File: config.mk
export PLATFORM = sky130hd
export DESIGN_NAME = serial_add_ctrl
export DESIGN_NICKNAME = d
export VERILOG_FILES = /design/src/rtl/serial_add_ctrl.sv
export SDC_FILE = /design/constraint.sdc
export NUM_CORES = 1
export LEC_CHECK = 0
export CORE_ASPECT_RATIO = 0.8
export CORE_MARGIN = 2
export CORE_UTILIZATION = 37
export DETAILED_ROUTE_END_ITERATION = 7
export MAX_ROUTING_LAYER = met4
export PLACE_DENSITY = 0.74
export RECOVER_POWER = 25
export SKIP_LAST_GASP = 1
export SLEW_MARGIN = 0
export SYNTH_ARGS = -nofsm -noshare
export SYNTH_HDL_FRONTEND = slang
export SYNTH_SLANG_ARGS = --single-unit
File: constraint.sdc
create_clock -name clock -period 1.5 [get_ports clock]
set_input_delay 0.3 -clock clock [delete_from_list [all_inputs] [get_ports clock]]
set_output_delay 0.3 -clock clock [all_outputs]
set_load 0.1 [all_outputs]
File: src/rtl/serial_add_ctrl.sv
// serial_add_ctrl: sequencer for a bit-serial adder with req/res valid-ready handshakes.
// Ports: clock/reset (async, active-high); req_valid/req_ready/req_a/req_b/req_cin accept operands;
// res_valid/res_ready/res_sum/res_cout return the captured result; busy is high outside IDLE;
// sa_load/sa_da/sa_db/sa_cin drive the adder, sa_sum/sa_cout come back from it.
// Build option SERIAL_ADD_CTRL_CHAIN_EN adds req_chain: take carry-in from the previous res_cout.
module serial_add_ctrl #(
  parameter int WIDTH = 8,
  parameter int CNT_W = 4
) (
  input  logic             clock,
  input  logic             reset,
  input  logic             req_valid,
  output logic             req_ready,
  input  logic [WIDTH-1:0] req_a,
  input  logic [WIDTH-1:0] req_b,
  input  logic             req_cin,
`ifdef SERIAL_ADD_CTRL_CHAIN_EN
  input  logic             req_chain,
`endif
  output logic             res_valid,
  input  logic             res_ready,
  output logic [WIDTH-1:0] res_sum,
  output logic             res_cout,
  output logic             busy,
  output logic             sa_load,
  output logic [WIDTH-1:0] sa_da,
  output logic [WIDTH-1:0] sa_db,
  output logic             sa_cin,
  input  logic [WIDTH-1:0] sa_sum,
  input  logic             sa_cout
);
  typedef enum logic [1:0] {IDLE, LOAD, SHIFT, HOLD} state_t;
  state_t state_q, state_d;
  logic [CNT_W-1:0] cnt_q, cnt_d;
  logic [WIDTH-1:0] a_q, a_d, b_q, b_d, sum_q, sum_d;
  logic cin_q, cin_d, cout_q, cout_d, cin_sel;
`ifdef SERIAL_ADD_CTRL_CHAIN_EN
  // res_cout holds the previous completed carry until the next capture, so it is the chain source
  assign cin_sel = req_chain ? cout_q : req_cin;
`else
  assign cin_sel = req_cin;
`endif
  always_comb begin
    state_d = state_q;
    cnt_d   = cnt_q;
    a_d     = a_q;
    b_d     = b_q;
    cin_d   = cin_q;
    sum_d   = sum_q;
    cout_d  = cout_q;
    case (state_q)
      IDLE: if (req_valid) begin
        a_d     = req_a;
        b_d     = req_b;
        cin_d   = cin_sel;
        state_d = LOAD;
      end
      LOAD: begin
        cnt_d   = '0;
        state_d = SHIFT;
      end
      SHIFT: begin
        cnt_d = cnt_q + CNT_W'(1);
        if (cnt_q == CNT_W'(WIDTH - 1)) begin
          sum_d   = sa_sum;
          cout_d  = sa_cout;
          state_d = HOLD;
        end
      end
      HOLD: state_d = res_ready ? IDLE : HOLD;
      default: state_d = IDLE;
    endcase
  end
  always_ff @(posedge clock or posedge reset) begin
    if (reset) begin
      state_q <= IDLE;
      cnt_q   <= '0;
      a_q     <= '0;
      b_q     <= '0;
      cin_q   <= 1'b0;
      sum_q   <= '0;
      cout_q  <= 1'b0;
    end else begin
      state_q <= state_d;
      cnt_q   <= cnt_d;
      a_q     <= a_d;
      b_q     <= b_d;
      cin_q   <= cin_d;
      sum_q   <= sum_d;
      cout_q  <= cout_d;
    end
  end
  assign req_ready = state_q == IDLE;
  assign busy      = state_q != IDLE;
  assign res_valid = state_q == HOLD;
  assign sa_load   = state_q == LOAD;
  assign sa_da     = a_q;
  assign sa_db     = b_q;
  assign sa_cin    = cin_q;
  assign res_sum   = sum_q;
  assign res_cout  = cout_q;
endmodule
==> impl_metrics.yaml <==
synth:
  ys_types: 24
  synthesis.nets: 130
  ys_warn_count: 0
  synthCells: 95
  syn-cell-area_sq_um: 1380
  syn_avg_cell_area_sq_um: 14.5
  synth_seq_cells: 32
  ys_seq_area_share_pct: 58.2
timing:
  grt_setup_unrepaired: "yes"
  timing.fmax_mhz: 606
  maxSlewHeadroom_pct: 47.9
  tightest_slew_ns: 0.782
  fin_ws_ns: -0.149
  min_period_over_period_pct: 110
  setup_viol: 21
  period_minus_slack_ns: 1.65
  hold_viol: 0
  maxSlewViolCount: 0
  finClkSkew_ns: 0.00740
final_layout:
  area_growth_pct: 99.1
  final_layout_size_suffix_gt1_share_pct: 52.2
  fin_nets: 213
  diodes: 0
  ff_latch_area_sq_um: 801
  utilization_pct: 78.3
  multi_input_area_sq_um: 663
  finalInstanceArea_sq_um: 2740
  fillers: 206
floorplan:
  start_util_pct: 39.3
  dieWidth_microns: 72.2
  rows: 19
  coreArea_sq_um: 3490
  die_area_sq_um: 4220
  fp.dieH_microns: 58.5
  io-pin-count: 60
cts:
  clock_latency_ns: 0.29
  cts_inserted_buffers: 5
  cts_buffer_depth: 2
  cts.clk_slew.worst_paths_ns: 0.07
  cts-root-buf: "clkbuf_8"
  postCtsHoldBufs: 0
  cts_htree_levels: 2
  cts_sinks: 32
  cts_tree: "yes"
critical_path:
  worst_path_max_delay_cell: "dfrtp_1"
  critPathKind: "reg -> out"
  arrival_ns: 1.35
  crit_family: "buffers and inverters"
  critical_path_buf_inv_count: 4
  critPathLaunchType: "register"
  cp_max_fo: 5
  critPathMaxStageDelay_ns: 0.40
  endpoint_kind: "primary output"
  cp.required_ns: 1.20
  worstPathCellList: "inv_2 -> buf_6 -> ha_4 -> clkinvlp_4 -> buf_12"
status:
  failed_checks: "setup timing"
  status: "complete, but fails checks"
placed_design:
  place_area_sq_um: 2410
  gp_congestion: 0.763
  place.port_buffers: 59
  dp_hpwl_mm: 2.45
drt:
  drt_iter0_drc: 49
  drt-total-wl_mm: 3.92
  final_antenna_net_count: 0
  drc: 0
  routedWlPerCell_microns: 17.8
  vias: 1098
  viasPerCell: 4.99
  firstDrtPassIters: 4
grt:
  antenna_found_initial: 0
  grt_max_degree: 33
  first_global_vias: 1139
  grt_overflow: 0
  grtUsageTotal_pct: 18.3
  grt_pass1_wl_mm: 5.47
hold_path:
  worst_hold_path_type: "reg -> reg"
run:
  maxCapViolations: 0
per-stage QoR:
stage               setup WS (ns)  std cells  hold WS, ns  setup TNS (ns)
floorplan                  -0.170         95        0.416           -2.25
global placement          -0.0690        202        0.521          -0.613
detailed placement         -0.167        202        0.545           -1.44
CTS                        -0.111        213        0.374          -0.976
global route               -0.205        220        0.591           -2.41
finish                     -0.149        220        0.569           -1.30
Yosys cell counts:
master,count,area (sq um)
a21oi_1,1,5.00
buf_2,1,5.00
buf_4,1,7.51
buf_6,1,11.3
dfrtp_1,32,801
ha_1,5,62.6
inv_1,6,22.5
inv_2,1,3.75
mux2_2,17,191
mux2_4,9,135
nand2_1,1,3.75
nand2_2,1,6.26
nand2b_1,1,6.26
nand3_1,4,20.0
nand3b_1,1,7.51
nor2_1,1,3.75
nor2b_1,2,12.5
nor3_1,1,5.00
o21ai_0,3,15.0
o2bb2ai_1,2,17.5
o311ai_0,1,8.76
o32a_1,1,10.0
or2_1,1,6.26
or2b_1,1,7.51
cells in the final DEF (no fill, tap or decap), types with 2 or more instances in the layout:
cell             netlist  layout
ha_4                   0       4
clkbuf_8               0       7
buf_6                  1       3
clkbuf_16              0       2
mux2_4                 9      26
o2bb2ai_1              2       2
nor2b_1                2       2
buf_12                 0      31
o21ai_0                3       3
inv_1                  6       3
buf_4                  1      12
nand3_1                4       4
inv_2                  1       2
or2_4                  0       2
dfrtp_1               32      32
clkdlybuf4s50_1        0      28
cell type report:
type	instances	area share (%)
Clock buffer	7	3.52
Inverter	7	1.28
Timing Repair Buffer	78	39.8
Multi-Input combinational cell	54	24.2
Sequential cell	32	29.3
Tap cell	42	1.92
final timing paths:
path	slack (ns)	cells past startpoint	startpoint	end
max in group asynchronous	0.31	3	reset	sa_db[1]
worst min-delay path	0.57	1	cnt_q[2]	cnt_q[2]
min in group asynchronous	0.69	3	reset	state_q[0]
worst max-delay path	-0.15	5	state_q[0]	busy
worst max register to register	-0.08	7	state_q[0]	sa_da[5]
worst min register to register	0.57	1	cnt_q[2]	cnt_q[2]
worst register-to-register path, stage by stage (launching register included):
cell,delay (ns)
dfrtp_1,0.40
inv_2,0.08
buf_6,0.11
ha_4,0.19
buf_6,0.13
nand2_8,0.06
clkbuf_16,0.18
mux2_4,0.30
kinds of logic after synthesis:
family / after synthesis / synth area share, %
AND/OR/NAND/NOR: 14 / 5.73
adder cells (fa/ha/maj): 5 / 4.55
buffers and inverters: 10 / 3.64
AO/OA/AOI/OAI: 8 / 4.09
flip-flops: 32 / 58.2
multiplexers: 26 / 23.7
per-layer routing:
| metal | global-route usage (%) | routed length, microns |
|---|---|---|
| met2 | 27.9 | 1960 |
| met3 | 6.68 | 337 |
| met5 | - | 0 |
| met1 | 21.6 | 1590 |
| met4 | 8.89 | 31 |
registers in the layout (all words and copies together) (netlist names):
name,count
sa_da,8
state_q,2
res_cout,1
cnt_q,4
sa_db,8
sa_cin,1
res_sum,8
what timing repair did:
item	4_1_cts	5_1_grt
pin swaps	1	2
setup endpoints to repair	13	30
setup buffers	4	4
gates resized for setup	6	27
cloned	0	3
Power is not shown: default switching activity piles up to over one toggle a cycle in this logic, so the estimate is an artifact.
